[src/rtl/eeg_pea_eng_owb_if.sv]
// Handshake bundle between the PE result stream, the write-back stage and the ORAM write port.
// The slave view is the write-back stage; the master view is its surroundings (PE + ORAM).
interface eeg_pea_eng_owb_if #(
    parameter int DATA_OUT_DW = 8,
    parameter int OMUX_ADD_AW = 8,
    parameter int ORAM_ADD_AW = 10,
    parameter int ORAM_PAK_NW = 4,
    parameter int ORAM_DAT_DW = DATA_OUT_DW * ORAM_PAK_NW
);
    logic                   DIN_VLD;
    logic                   DIN_LST;
    logic [OMUX_ADD_AW-1:0] DIN_ADD;
    logic [DATA_OUT_DW-1:0] DIN_DAT;
    logic                   DIN_RDY;
    logic                   ORAM_WEN;
    logic [ORAM_ADD_AW-1:0] ORAM_ADD;
    logic [ORAM_DAT_DW-1:0] ORAM_DAT;
    logic [ORAM_PAK_NW-1:0] ORAM_BEN;
    logic                   ORAM_RDY;

    modport slave (
        input  DIN_VLD, DIN_LST, DIN_ADD, DIN_DAT,
        output DIN_RDY,
        output ORAM_WEN, ORAM_ADD, ORAM_DAT, ORAM_BEN,
        input  ORAM_RDY
    );

    modport master (
        output DIN_VLD, DIN_LST, DIN_ADD, DIN_DAT,
        input  DIN_RDY,
        input  ORAM_WEN, ORAM_ADD, ORAM_DAT, ORAM_BEN,
        output ORAM_RDY
    );
endinterface

[src/rtl/eeg_pea_eng_owb.sv]
// Output write-back stage: packs PE result bytes into ORAM words with byte enables,
// keeps a one-entry write buffer that drives the ORAM port from flops, and pulses
// DONE after the last word of a pass has been accepted.
module eeg_pea_eng_owb #(
    parameter int DATA_OUT_DW = 8,
    parameter int OMUX_ADD_AW = 8,
    parameter int ORAM_ADD_AW = 10,
    parameter int ORAM_PAK_NW = 4,
    parameter int ORAM_DAT_DW = DATA_OUT_DW * ORAM_PAK_NW
) (
    input  logic                   clk,
    input  logic                   rst_n,
    output logic                   IS_IDLE,
    input  logic [ORAM_ADD_AW-1:0] CFG_ORAM_BAS,
    eeg_pea_eng_owb_if.slave       bus,
    output logic                   DONE
);
    localparam int LW = $clog2(ORAM_PAK_NW);
    localparam int WW = OMUX_ADD_AW - LW;

    typedef enum logic [1:0] {ST_IDLE = 2'd0, ST_PACK = 2'd1, ST_DRAIN = 2'd2} state_t;

    state_t                 state_q, state_d;
    logic [ORAM_DAT_DW-1:0] pk_dat_q, pk_dat_d;
    logic [ORAM_PAK_NW-1:0] pk_ben_q, pk_ben_d;
    logic [WW-1:0]          pk_widx_q, pk_widx_d;
    logic                   pend_q, pend_d;
    logic                   wen_q, wen_d;
    logic [ORAM_ADD_AW-1:0] wadd_q, wadd_d;
    logic [ORAM_DAT_DW-1:0] wdat_q, wdat_d;
    logic [ORAM_PAK_NW-1:0] wben_q, wben_d;
    logic                   done_q, done_d;

    logic [LW-1:0]          lane_s;
    logic [WW-1:0]          widx_s;
    logic                   wb_free_s, din_rdy_s, din_ena_s, wr_ena_s, fin_s, same_widx_s;
    logic [ORAM_DAT_DW-1:0] fresh_dat_s, merge_dat_s, push_dat_s;
    logic [ORAM_PAK_NW-1:0] fresh_ben_s, merge_ben_s, push_ben_s;
    logic [WW-1:0]          push_widx_s;
    logic                   push_s;

    // Decode the incoming result and build the fresh and merged pack candidates.
    always_comb begin
        lane_s      = bus.DIN_ADD[LW-1:0];
        widx_s      = bus.DIN_ADD[OMUX_ADD_AW-1:LW];
        wb_free_s   = ~wen_q | bus.ORAM_RDY;
        din_rdy_s   = wb_free_s & ~pend_q & (state_q != ST_DRAIN);
        din_ena_s   = bus.DIN_VLD & din_rdy_s;
        wr_ena_s    = wen_q & bus.ORAM_RDY;
        fin_s       = (lane_s == LW'(ORAM_PAK_NW - 1)) | bus.DIN_LST;
        same_widx_s = (widx_s == pk_widx_q);
        fresh_dat_s = '0;
        fresh_ben_s = '0;
        merge_dat_s = pk_dat_q;
        for (int k = 0; k < ORAM_PAK_NW; k++) begin
            if (lane_s == LW'(k)) begin
                fresh_dat_s[k*DATA_OUT_DW +: DATA_OUT_DW] = bus.DIN_DAT;
                merge_dat_s[k*DATA_OUT_DW +: DATA_OUT_DW] = bus.DIN_DAT;
                fresh_ben_s[k]                            = 1'b1;
            end else begin
                fresh_ben_s[k] = 1'b0;
            end
        end
        merge_ben_s = pk_ben_q | fresh_ben_s;
    end

    // Next state, pack register update and decision to push a word into the write buffer.
    always_comb begin
        state_d     = state_q;
        pk_dat_d    = pk_dat_q;
        pk_ben_d    = pk_ben_q;
        pk_widx_d   = pk_widx_q;
        pend_d      = pend_q;
        done_d      = 1'b0;
        push_s      = 1'b0;
        push_dat_s  = pk_dat_q;
        push_ben_s  = pk_ben_q;
        push_widx_s = pk_widx_q;
        case (state_q)
            ST_IDLE: begin
                if (din_ena_s) begin
                    pk_dat_d    = fresh_dat_s;
                    pk_ben_d    = fresh_ben_s;
                    pk_widx_d   = widx_s;
                    push_dat_s  = fresh_dat_s;
                    push_ben_s  = fresh_ben_s;
                    push_widx_s = widx_s;
                    push_s      = fin_s;
                    if (fin_s) begin
                        state_d = bus.DIN_LST ? ST_DRAIN : ST_IDLE;
                    end else begin
                        state_d = ST_PACK;
                    end
                end else begin
                    state_d = ST_IDLE;
                end
            end
            ST_PACK: begin
                if (pend_q) begin
                    // Second push of a word that both started and finished in one result.
                    if (wb_free_s) begin
                        push_s  = 1'b1;
                        pend_d  = 1'b0;
                        state_d = ST_IDLE;
                    end else begin
                        state_d = ST_PACK;
                    end
                end else if (din_ena_s && same_widx_s) begin
                    pk_dat_d    = merge_dat_s;
                    pk_ben_d    = merge_ben_s;
                    push_dat_s  = merge_dat_s;
                    push_ben_s  = merge_ben_s;
                    push_s      = fin_s;
                    if (fin_s) begin
                        state_d = bus.DIN_LST ? ST_DRAIN : ST_IDLE;
                    end else begin
                        state_d = ST_PACK;
                    end
                end else if (din_ena_s) begin
                    // Address jumped to another word: flush the old pack, start afresh.
                    push_s    = 1'b1;
                    pk_dat_d  = fresh_dat_s;
                    pk_ben_d  = fresh_ben_s;
                    pk_widx_d = widx_s;
                    pend_d    = fin_s;
                    state_d   = (fin_s && bus.DIN_LST) ? ST_DRAIN : ST_PACK;
                end else begin
                    state_d = ST_PACK;
                end
            end
            ST_DRAIN: begin
                if (pend_q) begin
                    push_s = wb_free_s;
                    pend_d = ~wb_free_s;
                end else if (wr_ena_s) begin
                    done_d  = 1'b1;
                    state_d = ST_IDLE;
                end else if (!wen_q) begin
                    state_d = ST_IDLE;
                end else begin
                    state_d = ST_DRAIN;
                end
            end
            default: begin
                state_d = ST_IDLE;
                pend_d  = 1'b0;
            end
        endcase
    end

    // Write buffer: load on push, otherwise drop the request once ORAM takes it.
    always_comb begin
        wen_d  = wen_q;
        wadd_d = wadd_q;
        wdat_d = wdat_q;
        wben_d = wben_q;
        if (push_s) begin
            wen_d  = 1'b1;
            wadd_d = CFG_ORAM_BAS + ORAM_ADD_AW'(push_widx_s);
            wdat_d = push_dat_s;
            wben_d = push_ben_s;
        end else if (wr_ena_s) begin
            wen_d = 1'b0;
        end else begin
            wen_d = wen_q;
        end
    end

    // Drive the ports from the buffer flops and the ready decode.
    always_comb begin
        bus.DIN_RDY  = din_rdy_s;
        bus.ORAM_WEN = wen_q;
        bus.ORAM_ADD = wadd_q;
        bus.ORAM_DAT = wdat_q;
        bus.ORAM_BEN = wben_q;
        DONE         = done_q;
        IS_IDLE      = (state_q == ST_IDLE) & ~wen_q;
    end

    // FSM state register.
    always_ff @(posedge clk or negedge rst_n) begin
        if (!rst_n) begin
            state_q <= ST_IDLE;
        end else begin
            state_q <= state_d;
        end
    end

    // Pack register, write buffer and done pulse.
    always_ff @(posedge clk or negedge rst_n) begin
        if (!rst_n) begin
            pk_dat_q  <= '0;
            pk_ben_q  <= '0;
            pk_widx_q <= '0;
            pend_q    <= 1'b0;
            wen_q     <= 1'b0;
            wadd_q    <= '0;
            wdat_q    <= '0;
            wben_q    <= '0;
            done_q    <= 1'b0;
        end else begin
            pk_dat_q  <= pk_dat_d;
            pk_ben_q  <= pk_ben_d;
            pk_widx_q <= pk_widx_d;
            pend_q    <= pend_d;
            wen_q     <= wen_d;
            wadd_q    <= wadd_d;
            wdat_q    <= wdat_d;
            wben_q    <= wben_d;
            done_q    <= done_d;
        end
    end
endmodule

[src/flat_wrapper.sv]
// flat-port wrapper written by rule: the top's interface ports become plain ports
module eeg_pea_eng_owb_flat 
#(
    parameter int DATA_OUT_DW = 8,
    parameter int OMUX_ADD_AW = 8,
    parameter int ORAM_ADD_AW = 10,
    parameter int ORAM_PAK_NW = 4,
    parameter int ORAM_DAT_DW = DATA_OUT_DW * ORAM_PAK_NW
)
  (clk, rst_n, IS_IDLE, CFG_ORAM_BAS, DONE, bus_DIN_VLD, bus_DIN_LST, bus_DIN_ADD, bus_DIN_DAT, bus_DIN_RDY, bus_ORAM_WEN, bus_ORAM_ADD, bus_ORAM_DAT, bus_ORAM_BEN, bus_ORAM_RDY);
  eeg_pea_eng_owb_if #(.DATA_OUT_DW(DATA_OUT_DW), .OMUX_ADD_AW(OMUX_ADD_AW), .ORAM_ADD_AW(ORAM_ADD_AW), .ORAM_PAK_NW(ORAM_PAK_NW), .ORAM_DAT_DW(ORAM_DAT_DW)) bus_i ();
  input  logic clk;
  input  logic rst_n;
  output logic IS_IDLE;
  input  logic [ORAM_ADD_AW-1:0] CFG_ORAM_BAS;
  output logic DONE;
  input wire logic [$bits(bus_i.DIN_VLD)-1:0] bus_DIN_VLD;
  input wire logic [$bits(bus_i.DIN_LST)-1:0] bus_DIN_LST;
  input wire logic [$bits(bus_i.DIN_ADD)-1:0] bus_DIN_ADD;
  input wire logic [$bits(bus_i.DIN_DAT)-1:0] bus_DIN_DAT;
  output wire logic [$bits(bus_i.DIN_RDY)-1:0] bus_DIN_RDY;
  output wire logic [$bits(bus_i.ORAM_WEN)-1:0] bus_ORAM_WEN;
  output wire logic [$bits(bus_i.ORAM_ADD)-1:0] bus_ORAM_ADD;
  output wire logic [$bits(bus_i.ORAM_DAT)-1:0] bus_ORAM_DAT;
  output wire logic [$bits(bus_i.ORAM_BEN)-1:0] bus_ORAM_BEN;
  input wire logic [$bits(bus_i.ORAM_RDY)-1:0] bus_ORAM_RDY;
  assign bus_i.DIN_VLD = bus_DIN_VLD;
  assign bus_i.DIN_LST = bus_DIN_LST;
  assign bus_i.DIN_ADD = bus_DIN_ADD;
  assign bus_i.DIN_DAT = bus_DIN_DAT;
  assign bus_DIN_RDY = bus_i.DIN_RDY;
  assign bus_ORAM_WEN = bus_i.ORAM_WEN;
  assign bus_ORAM_ADD = bus_i.ORAM_ADD;
  assign bus_ORAM_DAT = bus_i.ORAM_DAT;
  assign bus_ORAM_BEN = bus_i.ORAM_BEN;
  assign bus_i.ORAM_RDY = bus_ORAM_RDY;
  eeg_pea_eng_owb #(.DATA_OUT_DW(DATA_OUT_DW), .OMUX_ADD_AW(OMUX_ADD_AW), .ORAM_ADD_AW(ORAM_ADD_AW), .ORAM_PAK_NW(ORAM_PAK_NW), .ORAM_DAT_DW(ORAM_DAT_DW)) u_core (.clk(clk), .rst_n(rst_n), .IS_IDLE(IS_IDLE), .CFG_ORAM_BAS(CFG_ORAM_BAS), .bus(bus_i), .DONE(DONE));
endmodule
[config.mk]
export PLATFORM = sky130hd
export DESIGN_NAME = eeg_pea_eng_owb_flat
export DESIGN_NICKNAME = d
export VERILOG_FILES = /design/src/rtl/eeg_pea_eng_owb_if.sv /design/src/rtl/eeg_pea_eng_owb.sv /design/src/flat_wrapper.sv
export SDC_FILE = /design/constraint.sdc
export NUM_CORES = 1
export LEC_CHECK = 0
export ABC_AREA = 1
export ABC_CLOCK_PERIOD_IN_PS = 5450
export CAP_MARGIN = 20
export CORE_UTILIZATION = 38
export CTS_CLUSTER_DIAMETER = 200
export DETAILED_ROUTE_END_ITERATION = 8
export DONT_BUFFER_PORTS = 1
export GPL_ROUTABILITY_DRIVEN = 0
export PLACE_DENSITY_LB_ADDON = 0.15
export RECOVER_POWER = 50
export SLEW_MARGIN = 25
export SYNTH_ARGS = -nofsm -noshare
export SYNTH_HDL_FRONTEND = slang
export SYNTH_SLANG_ARGS = --single-unit
[constraint.sdc]
create_clock -name clk -period 5.45 [get_ports clk]
set_input_delay 1.09 -clock clk [delete_from_list [all_inputs] [get_ports clk]]
set_output_delay 1.09 -clock clk [all_outputs]
set_load 0.01 [all_outputs]
Word-level counts from Yosys, hierarchy flattened
Index checks and enable logic that the tools add are counted.

storage, ports and cells
  flip-flop bits (word level) = 93
  bits in latches = 0
  bits in writable memories = 0
  bits in read-only memories = 0
  input bits = 31
  output and inout bits = 50
  logic and storage cells = 100
  memories kept = 0

operators by class
  $add $sub $neg = 1
  $mul = 0
  divide/modulo/power cells = 0
  $lt $le $gt $ge = 0
  equal/unequal tests = 10
  shift operators = 0
  mux-type cells = 60
  bitwise logic cells = 11
  reductions and logical operators = 8

operators by type and width
  operator                                                          number
  32-bit 2-to-1 mux                                                 5
  32-bit case mux with 2 select lines                               2
  8-bit 2-to-1 mux                                                  8
  6-bit 2-to-1 mux                                                  4
  1-bit 2-to-1 mux                                                  20
  2-bit 2-to-1 mux                                                  10
  4-bit 2-to-1 mux                                                  5
  4-bit case mux with 2 select lines                                2
  6-bit case mux with 2 select lines                                1
  10-bit by 6-bit adder with 10-bit output                          1
  2-bit inequality test (second input constant)                     4
  2-bit == test (second input constant)                             3
  6-bit == test                                                     1
  1-bit case mux with 3 select lines                                2
  2-bit case mux with 3 select lines                                1
  1-bit bitwise AND                                                 5
  2-bit by 1-bit == test with 1-bit output (second input constant)  2
  2-bit logical NOT                                                 2
  4-bit OR                                                          1
  2-bit nonzero test                                                2
  1-bit inverter                                                    3
  3-bit AND reduction                                               1
  1-bit logical AND                                                 2
  1-bit OR                                                          2
  2-bit AND reduction                                               1

Longest topological paths before layout
Gate-level depths: netlist (run 1).

  depth after elaboration = 10
  depth in mapped cells = 17
  depth with buffers taken out = 15

Worst setup path after synthesis (run 1)
Ideal clock, no wire load.

  kind = input to register
  from = in bus_ORAM_RDY
  to = reg u_core.wadd_q[8], in the netlist u_core.bus.ORAM_ADD[8]
  library setup time = 0.123 ns
  arrival time = 3.313 ns
  required time = 5.327 ns
  slack = 2.014 ns
  stages on the path = 14
  path buffers = 2
  cells stage by stage = inv_1 nand2_1 nand3_4 buf_2 nor2_1 clkbuf_1 o21ai_0 ha_1 fa_1 nand4_1 nand3_1 nand3_1 xor2_1 o21ai_1

on the way
  word-level cells in the longest chain between the ends = 8
  elaborated cells between the ends (all ways) = 15
  classes of those cells = 1 x add/sub; 9 x mux; 4 x bitwise; 1 x reduce/logical

ends and longest elaborated chain
  what                                                                                              RTL line                text
  from (decl)                                                                                       flat_wrapper.sv:26      input wire logic [$bits(bus_i.ORAM_RDY)-1:0] bus_ORAM_RDY;
  1-bit OR *                                                                                        eeg_pea_eng_owb.sv:46   wb_free_s = ~wen_q | bus.ORAM_RDY;
  parallel branches: the longest is 7 deep, another holds 10-bit by 6-bit adder with 10-bit output  n/a
  to (signal assigned)                                                                              eeg_pea_eng_owb.sv:207  wadd_q <= wadd_d;
  to (decl)                                                                                         eeg_pea_eng_owb.sv:29   logic [ORAM_ADD_AW-1:0] wadd_q, wadd_d;

Every way passes the cells marked *.
A chain may end at the register's enable or synchronous reset.

Worst setup path after layout (run 1)
Same ends and word-level chain as after synthesis.

==> impl_metrics.py, run 1 <==
metrics = {
    "sta": {
        "whs_ns": 0.427,
        "worstMarginPinSlew_ns": 0.908,
        "min_period_over_period": 0.631,
        "hold_viol_final": 0,
        "finalClockSkew_ns": 0.00936,
        "drv_slew": 0,
        "setup_violations": 0,
        "period_minus_slack_ns": 3.44,
        "slew_headroom": 0.393,
        "tns_ns": 0,
        "fmax_mhz": 291,
        "rsz0062_at_grt": "false",
    },
    "cts": {
        "cts.reportedPaths.clkPinSlew_ns": 0.07,
        "h-tree-depth": 3,
        "postCtsSetupBuffers": 0,
        "cts_tree": "yes",
        "cts_hold_buf": 0,
        "clockBufferDepth": 2,
        "clk_latency_ns": 0.35,
        "cts_buffers": 9,
        "ctsResizeCount": 0,
        "clockRootBuffer": "clkbuf_16",
        "cts_sinks": 93,
    },
    "final_layout": {
        "fin_cells": 1175,
        "synthToLayoutAreaGrowth_pct": 5.99,
        "drive_gt1_frac": 0.0387,
        "nNetsFinal": 992,
        "multi_input_area_um2": 3520,
        "fin_area_um2": 6820,
        "fill_cells": 1788,
        "diodes": 0,
        "regArea_um2": 2330,
        "utilization": 0.411,
    },
    "synthesis": {
        "ys_ff_latch": 93,
        "synth_area_leaders": "dfrtp_1, nand2_1, nand3_1",
        "synthCells": 985,
        "ys_warn_count": 0,
        "yosysSeqAreaShare": 0.362,
        "synth_commonest_cells": "nand2_1, dfrtp_1, nand3_1",
        "synth_top_area_frac": 0.362,
        "netlist_area_um2": 6430,
        "synth.net_count": 1027,
        "postSynth.asyncResetShare": 1.00,
        "synth_top_area_cell": "dfrtp_1",
        "yosysMostFrequentCell": "nand2_1",
        "synth_edf_count": 0,
        "synth.avg_cell_area_um2": 6.53,
        "synth_ff_type": "dfrtp_1",
        "synth_cell_type_count": 37,
    },
    "critical_path": {
        "critical_path_class": "primary input to flop",
        "rrSetupSlack_ns": 2.14,
        "r2r.worst_path.cells": 13,
        "worstSetupEndpointType": "flop",
        "arrival_ns": 3.65,
        "critPathLaunchType": "primary input",
        "r2r-start": "u_core.state_q[0]$_DFFE_PN0P_",
        "cp.required_ns": 5.67,
        "cp_max_fo": 19,
        "reg2reg_to": "u_core.bus.ORAM_ADD[8]$_DFFE_PN0P_",
    },
    "routing": {
        "drc": 0,
        "ant_nets": 0,
        "vias": 6141,
        "wl_per_cell_um": 16.2,
        "dr.first_iter.drc_count": 474,
        "drt-pass1-iter-count": 5,
        "vias_per_cell": 5.23,
        "wl_um": 19000,
    },
    "floorplan": {
        "core_region_area_um2": 16600,
        "die_x_um": 132,
        "start_util": 0.388,
        "dieArea_um2": 17500,
        "io_pins": 81,
        "placementRows": 47,
        "die_y_um": 132,
    },
    "hold_path": {
        "hp-class": "primary input to async pin",
    },
    "placed_design": {
        "post_dp_cell_area_um2": 6500,
        "portBuffers": 0,
        "dp_hpwl_um": 12300,
        "placed_cells": 1159,
    },
    "status": {
        "status": "finished, final reports clean",
    },
    "power": {
        "p_per_area_nw_per_um2": 534,
        "leakage_uw": 0.00355,
        "max-vdd-ir-drop_mv": 0.323,
    },
    "global_routing": {
        "grt_max_degree": 94,
        "track_usage": 0.227,
        "grt-ovfl-total": 0,
        "grt_pass1_wl_um": 31300,
        "first_global_vias": 5856,
        "antenna_found_initial": 0,
    },
    "flow_run": {
        "cap_viol_max_count": 0,
    },
}
## worst max-delay path: stages
cell	delay (ns)
inv_1	0.02
nand2_1	0.21
nand3_4	0.27
nor2_1	0.60
o21ai_0	0.18
ha_1	0.27
fa_1	0.46
nand4_1	0.11
nand3_1	0.11
nand3_1	0.11
xor2_1	0.15
o21ai_1	0.08
## logic make-up (layout without fill, tap and decap cells)
group / after synthesis / count (layout) / share of synthesized area
flops: 93 / 93 / 0.362
xor+xnor: 9 / 9 / 0.0123
fa+ha+maj: 11 / 11 / 0.0226
compound gates: 162 / 162 / 0.144
buf+inv: 142 / 112 / 0.0943
simple gates: 568 / 568 / 0.365
## sequential cells by signal (all words and copies together) (netlist names)
name / cells
u_core.DONE: 1
u_core.bus.ORAM_ADD: 10
u_core.bus.ORAM_BEN: 4
u_core.bus.ORAM_DAT: 32
u_core.bus.ORAM_WEN: 1
u_core.pend_q: 1
u_core.pk_ben_q: 4
u_core.pk_dat_q: 32
u_core.pk_widx_q: 6
u_core.state_q: 2
## area by class of cell
| class | count | share of cell area |
|---|---|---|
| timing repair buffer | 8 | 0.00881 |
| clock inverter | 5 | 0.0110 |
| inverter | 88 | 0.0484 |
| multi-input combinational | 750 | 0.516 |
| tap | 220 | 0.0404 |
| clock buffer | 11 | 0.0341 |
| sequential | 93 | 0.341 |
## power by group
part	internal, uW	switching, uW	total [uW]	leakage (uW)
Clock	400	274	674	0.000153
Sequential	947	247	1190	0.00123
Combinational	505	1270	1770	0.00216
Total	1850	1790	3640	0.00355
## cells in the final DEF (no fill, tap or decap), types with 2 or more instances in the layout
master,instances
nand2_1,393
dfrtp_1,93
nand3_1,85
inv_1,84
o21ai_0,71
nor2_1,60
a21oi_1,27
o22ai_1,22
o211ai_1,21
nand4_1,15
ha_1,10
clkbuf_16,9
o21ai_1,8
a22oi_1,8
buf_4,8
xnor2_1,5
xor2_1,4
nor2_4,3
inv_2,3
clkinv_2,3
nand3_2,2
nand3b_1,2
nor3_1,2
bufinv_16,2
clkbuf_1,2
## routing by layer
| metal | part of all wire | track usage | vias up | wire length [um] |
|---|---|---|---|---|
| met5 | 0 | 0 | - | 0 |
| met4 | 0.013 | 0.0607 | 0 | 251 |
| met3 | 0.061 | 0.0473 | 15 | 1170 |
| met2 | 0.45 | 0.358 | 180 | 8520 |
| met1 | 0.48 | 0.315 | 2826 | 9100 |
| li1 | - | - | 3120 | - |
## worst max-delay path by stage
stage | from | to | slack [ns]
after CTS | bus_ORAM_RDY | u_core.bus.ORAM_ADD[8]$_DFFE_PN0P_ | 1.99
after floorplan | bus_ORAM_RDY | u_core.bus.ORAM_ADD[8]$_DFFE_PN0P_ | 2.01
after global routing | bus_ORAM_RDY | u_core.bus.ORAM_ADD[8]$_DFFE_PN0P_ | 1.69
after detailed placement | bus_ORAM_RDY | u_core.bus.ORAM_ADD[8]$_DFFE_PN0P_ | 1.63
final | bus_ORAM_RDY | u_core.bus.ORAM_ADD[8]$_DFFE_PN0P_ | 2.01
after global placement | bus_ORAM_RDY | u_core.bus.ORAM_ADD[8]$_DFFE_PN0P_ | 1.70
## per-stage QoR
| step | total power [uW] | worst slack, ns |
|---|---|---|
| 3_3_place_gp | 2970 | 1.70 |
| 4_1_cts | 3670 | 1.99 |
| 6_report | 3640 | 2.01 |
| 2_1_floorplan | 2550 | 2.01 |
| 5_1_grt | 3960 | 1.69 |
| 3_5_place_dp | 2970 | 1.63 |
Power figures use the tool's default switching activity.
==> run 2: changes to the inputs <==
--- a/config.mk
+++ b/config.mk
@@ -6,7 +6,7 @@
 export NUM_CORES = 1
 export LEC_CHECK = 0
 export ABC_AREA = 1
-export ABC_CLOCK_PERIOD_IN_PS = 5450
+export ABC_CLOCK_PERIOD_IN_PS = 2900
 export CAP_MARGIN = 20
 export CORE_UTILIZATION = 38
 export CTS_CLUSTER_DIAMETER = 200
==> constraint.sdc (replaced) <==
create_clock -name clk -period 2.9 [get_ports clk]
set_input_delay 0.58 -clock clk [delete_from_list [all_inputs] [get_ports clk]]
set_output_delay 0.58 -clock clk [all_outputs]
set_load 0.01 [all_outputs]
==> impl_metrics.py, run 2 (synthesized netlist as in run 1, its figures left out) <==
metrics = {
    "routing": {
        "vias": 6343,
        "drc": 0,
        "route.met2.wl_um": 8780,
        "wl_per_cell_um": 16.4,
        "wl_um": 19600,
        "ant_nets": 0,
        "wirelength_met1_um": 9170,
        "vias_per_cell": 5.29,
        "top_layer": "met4",
        "wl_met3_um": 1460,
        "dr.first_iter.drc_count": 682,
        "drt-pass1-iter-count": 6,
    },
    "global_routing": {
        "grt_max_degree": 94,
        "first_global_vias": 6029,
        "track_usage": 0.234,
        "grt-ovfl-total": 0,
        "grt_pass1_wl_um": 32300,
        "antenna_found_initial": 0,
    },
    "sta": {
        "slew_headroom": -0.455,
        "drv_slew": 94,
        "min_period_over_period": 0.890,
        "hold_viol_final": 0,
        "fmax_mhz": 387,
        "rsz0062_at_grt": "false",
        "whs_ns": 0.346,
        "period_minus_slack_ns": 2.58,
        "setup_violations": 0,
        "worstMarginPinSlew_ns": 2.18,
        "tns_ns": 0,
        "finalClockSkew_ns": 0.0145,
        "fin_ws_ns": 0.319,
    },
    "final_layout": {
        "mostFrequentLayoutCell": "nand2_1",
        "fin_area_um2": 7040,
        "final_cell_mix": "nand2_1, dfrtp_1, nand3_1",
        "utilization": 0.424,
        "diodes": 0,
        "synthToLayoutAreaGrowth_pct": 9.35,
        "nNetsFinal": 1016,
        "drive_gt1_frac": 0.0664,
    },
    "critical_path": {
        "reg2reg_to": "u_core.bus.ORAM_ADD[8]$_DFFE_PN0P_",
        "max_stage_delay_ns": 0.46,
        "crit_path_cell_trace": "inv_1 -> ha_1 -> nor2_4 -> nand3_4 -> nor2_4 -> o21ai_0 -> ha_1 -> fa_1 -> nand4_1 -> nand3_1 -> nand3_1 -> xor2_1 -> o21ai_1",
        "rrSetupSlack_ns": 0.32,
        "critPathLaunchType": "flop",
        "worstSetupEndpointType": "flop",
        "worst-path-buf-inv": 1,
        "arrival_ns": 2.82,
        "cpLargestDelayFamily": "adder cells",
        "cp_max_fo": 4,
        "r2r-start": "u_core.state_q[0]$_DFFE_PN0P_",
        "critical_path.slowest_cell": "fa_1",
        "r2r.worst_path.cells": 13,
        "critical_path_class": "flop to flop",
        "cp.required_ns": 3.14,
    },
    "hold_path": {
        "whs_endpoint": "u_core.DONE$_DFF_PN0_",
        "hold_depth": 2,
        "hold_path_startpoint": "bus_ORAM_RDY",
        "hp-class": "primary input to flop",
    },
    "cts": {
        "clockBufferDepth": 2,
        "cts.reportedPaths.clkPinSlew_ns": 0.08,
        "cts_buffers": 9,
        "cts_tree": "yes",
        "clk_latency_ns": 0.36,
        "cts_sinks": 93,
        "clockRootBuffer": "clkbuf_16",
        "postCtsSetupBuffers": 0,
        "h-tree-depth": 3,
    },
    "placed_design": {
        "portBuffers": 0,
        "post_dp_cell_area_um2": 6670,
        "dp_hpwl_um": 13200,
        "pre_cts_ws_ns": 0.0848,
    },
    "floorplan": {
        "dieArea_um2": 17500,
        "die_y_um": 132,
        "start_util": 0.388,
        "io_pins": 81,
        "die_x_um": 132,
        "placementRows": 47,
        "core_region_area_um2": 16600,
    },
    "status": {
        "violations": "capacitance limit, slew limit",
        "status": "finished with violations",
    },
    "power": {
        "max-vdd-ir-drop_mv": 0.372,
        "leakage_uw": 0.00366,
        "p_per_area_nw_per_um2": 1020,
    },
    "flow_run": {
        "cap_viol_max_count": 1,
    },
}
==> run 2: changes by cell type in the layout (fill, tap and decap cells not counted), sizes merged <==
cell,change
buf,+24
bufinv,+1
clkbuf,-2
clkinv,-3
clkinvlp,+3
inv,+1
==> run 2: repair_timing <==
item	in CTS	in global routing
gates resized for setup	0	3
hold endpoints to repair	93	0
hold buffers	1	0
setup endpoints to repair	0	7
==> run 2: metrics by stage <==
| stage | power [uW] | std cells |
|---|---|---|
| after floorplan | 4800 | 985 |
| after global placement | 5760 | 1182 |
| after detailed placement | 5760 | 1182 |
| after CTS | 7230 | 1199 |
| after global routing | 7810 | 1199 |
| final | 7190 | 1199 |
==> run 2: cell type report <==
cell class	instances	area, um2
repair buffers	32	238
fillers	1770	9550
flip-flops and latches	93	2330
inverters	88	330
multi-input cells	750	3520
clock inverters	7	121
well taps	220	275
clock buffers	9	225
==> run 2: worst max-delay path by stage <==
stage / start / end / slack (ns) / depth (start not counted)
after floorplan: bus_ORAM_RDY / u_core.bus.ORAM_ADD[8]$_DFFE_PN0P_ / 0.05 / 14
after global placement: u_core.state_q[0]$_DFFE_PN0P_ / u_core.bus.ORAM_ADD[8]$_DFFE_PN0P_ / 0.17 / 13
after detailed placement: u_core.state_q[0]$_DFFE_PN0P_ / u_core.bus.ORAM_ADD[8]$_DFFE_PN0P_ / 0.08 / 13
after CTS: u_core.state_q[0]$_DFFE_PN0P_ / u_core.bus.ORAM_ADD[8]$_DFFE_PN0P_ / 0.09 / 13
after global routing: u_core.state_q[0]$_DFFE_PN0P_ / u_core.bus.ORAM_ADD[7]$_DFFE_PN0P_ / 0.02 / 16
final: u_core.state_q[0]$_DFFE_PN0P_ / u_core.bus.ORAM_ADD[8]$_DFFE_PN0P_ / 0.32 / 13
==> run 2: worst reg2reg max path, stage by stage (launching register included) <==
cell and delay, ns:
dfrtp_1 0.38, inv_1 0.08, ha_1 0.28, nor2_4 0.13
nand3_4 0.09, nor2_4 0.14, o21ai_0 0.10, ha_1 0.24
fa_1 0.46, nand4_1 0.11, nand3_1 0.11, nand3_1 0.10
xor2_1 0.15, o21ai_1 0.08
==> run 2: power by group <==
part           switching, uW  leakage, uW  internal (uW)  total (uW)
Sequential               469      0.00123           1780        2250
Clock                    566     0.000158            847        1410
Combinational           2460      0.00227           1070        3530
==> run 2: layer usage <==
metal | vias to the layer above | track usage
li1 | 3167 | -
met1 | 2925 | 0.328
met2 | 232 | 0.365
met3 | 19 | 0.0477
met4 | 0 | 0.0627
met5 | - | 0
==> run 3: changes to the inputs <==
--- a/config.mk
+++ b/config.mk
@@ -8,6 +8,7 @@
 export ABC_AREA = 1
 export ABC_CLOCK_PERIOD_IN_PS = 2900
 export CAP_MARGIN = 20
+export CORE_ASPECT_RATIO = 0.8
 export CORE_UTILIZATION = 38
 export CTS_CLUSTER_DIAMETER = 200
 export DETAILED_ROUTE_END_ITERATION = 8
==> impl_metrics.py, run 3 (synthesized netlist as in run 1, its figures left out) <==
metrics = {
    "status": {
        "status": "finished with violations",
        "violations": "capacitance limit, slew limit",
    },
    "power": {
        "leakage_uw": 0.00364,
        "switching_share": 0.496,
        "sequentialPowerShare": 0.318,
        "internal_power_uw": 3550,
        "max-vdd-ir-drop_mv": 0.382,
        "power.total_uw": 7050,
        "p_clk_frac": 0.176,
        "power.switching_uw": 3490,
        "comb_power_share": 0.506,
        "p_per_area_nw_per_um2": 1010,
    },
    "critical_path": {
        "worst-path-buf-inv": 1,
        "arrival_ns": 2.84,
        "max_stage_delay_ns": 0.45,
        "critPathLaunchType": "flop",
        "critical_path.slowest_cell": "fa_1",
        "reg2reg_to": "u_core.bus.ORAM_ADD[8]$_DFFE_PN0P_",
        "rrSetupSlack_ns": 0.32,
        "critPathLaunch": "u_core.state_q[0]$_DFFE_PN0P_",
        "cp_max_fo": 4,
        "crit_path_cell_trace": "inv_1 -> ha_1 -> nor2_4 -> nand3_4 -> nor2_2 -> o21ai_0 -> ha_1 -> fa_1 -> nand4_1 -> nand3_1 -> nand3_1 -> xor2_1 -> o21ai_1",
        "worstSetupEndpointType": "flop",
        "cp.required_ns": 3.16,
        "r2r-start": "u_core.state_q[0]$_DFFE_PN0P_",
        "cpLargestDelayFamily": "adder cells",
        "critical_path_class": "flop to flop",
        "r2r.worst_path.cells": 13,
    },
    "routing": {
        "ant_nets": 0,
        "vias": 6283,
        "vias_per_cell": 5.27,
        "wl_um": 19800,
        "wl_per_cell_um": 16.6,
        "drt-pass1-iter-count": 8,
        "dr.first_iter.drc_count": 642,
        "drc": 0,
    },
    "floorplan": {
        "io_pins": 81,
        "die_x_um": 147,
        "die_y_um": 118,
        "core_region_area_um2": 16600,
        "dieArea_um2": 17500,
        "placementRows": 42,
        "start_util": 0.389,
    },
    "hold_path": {
        "hold_depth": 2,
        "whs_endpoint": "u_core.DONE$_DFF_PN0_",
        "hold_path_startpoint": "bus_ORAM_RDY",
        "hp-class": "primary input to flop",
    },
    "sta": {
        "min_period_over_period": 0.890,
        "drv_slew": 94,
        "worstMarginPinSlew_ns": 2.39,
        "slew_headroom": -0.595,
        "tns_ns": 0,
        "fmax_mhz": 388,
        "finalClockSkew_ns": 0.00790,
        "hold_viol_final": 0,
        "whs_ns": 0.351,
        "period_minus_slack_ns": 2.58,
        "setup_violations": 0,
    },
    "global_routing": {
        "first_global_vias": 5769,
        "grt-ovfl-total": 0,
        "antenna_found_initial": 0,
        "grt_pass1_wl_um": 32200,
        "track_usage": 0.235,
        "grt_max_degree": 94,
    },
    "cts": {
        "clockRootBuffer": "clkbuf_16",
        "cts.reportedPaths.clkPinSlew_ns": 0.07,
        "cts_buffers": 9,
        "cts_tree": "yes",
        "cts_sinks": 93,
        "clk_latency_ns": 0.36,
        "clockBufferDepth": 2,
        "h-tree-depth": 3,
    },
    "placed_design": {
        "portBuffers": 0,
        "dp_hpwl_um": 13400,
    },
    "final_layout": {
        "diodes": 0,
        "nNetsFinal": 1010,
        "final_cell_mix": "nand2_1, dfrtp_1, nand3_1",
        "synthToLayoutAreaGrowth_pct": 8.65,
        "fill_cells": 1758,
        "mostFrequentLayoutCell": "nand2_1",
        "drive_gt1_frac": 0.0596,
    },
    "flow_run": {
        "cap_viol_max_count": 1,
    },
}
==> run 3: cell count changes in the layout (fill, tap and decap cells not counted), sizes merged <==
cell / change
clkinvlp: -1
bufinv: -2
inv: +2
clkbuf: +1
buf: -7
clkinv: +1
==> run 3: cell type report <==
class	count	area, um2	share of cell area
clock buffer	9	225	0.0322
inverter	88	330	0.0473
clock inverter	7	80.1	0.0115
tap	220	275	0.0394
sequential	93	2330	0.333
timing repair buffer	26	243	0.0347
multi-input combinational	750	3510	0.502
==> run 3: layer usage <==
| layer | share of wire | track usage |
|---|---|---|
| met1 | 0.50 | 0.366 |
| met2 | 0.41 | 0.332 |
| met3 | 0.085 | 0.0471 |
| met4 | 0.0082 | 0.0464 |
| met5 | 0 | 0 |
==> run 3: timing repair <==
| action | 4_1_cts | 5_1_grt |
|---|---|---|
| hold buffers | 1 | 0 |
| endpoints found under the hold margin | 93 | 0 |
| endpoints found under the setup margin | 0 | 4 |
| setup buffers | 0 | 0 |
| resized for setup | 0 | 1 |
==> run 3: metrics by stage <==
| stage | std cells | cell area, um2 | util | setup WS, ns |
|---|---|---|---|---|
| global route | 1193 | 6990 | 0.422 | -0.00260 |
| global placement | 1176 | 6680 | 0.403 | 0.272 |
| CTS | 1193 | 7010 | 0.424 | 0.215 |
| finish | 1193 | 6990 | 0.422 | 0.320 |
| detailed placement | 1176 | 6680 | 0.403 | 0.218 |
| floorplan | 985 | 6430 | - | 0.0524 |
==> run 3: worst max-delay path by stage <==
stage / to / slack, ns / depth (start not counted)
2_1_floorplan: u_core.bus.ORAM_ADD[8]$_DFFE_PN0P_ / 0.05 / 14
5_1_grt: u_core.bus.ORAM_ADD[9]$_DFFE_PN0P_ / -0.003 / 15
6_report: u_core.bus.ORAM_ADD[8]$_DFFE_PN0P_ / 0.32 / 13
3_5_place_dp: u_core.bus.ORAM_ADD[8]$_DFFE_PN0P_ / 0.22 / 13
4_1_cts: u_core.bus.ORAM_ADD[8]$_DFFE_PN0P_ / 0.22 / 13
3_3_place_gp: u_core.bus.ORAM_ADD[8]$_DFFE_PN0P_ / 0.27 / 13
==> run 3: power groups by stage <==
stage               clock network, uW  logic [uW]  registers [uW]
global placement                    0        3520            2260
CTS                              1290        3570            2250
detailed placement                  0        3530            2270
global route                     1340        4030            2310
finish                           1240        3560            2240
floorplan                           0        2620            2170
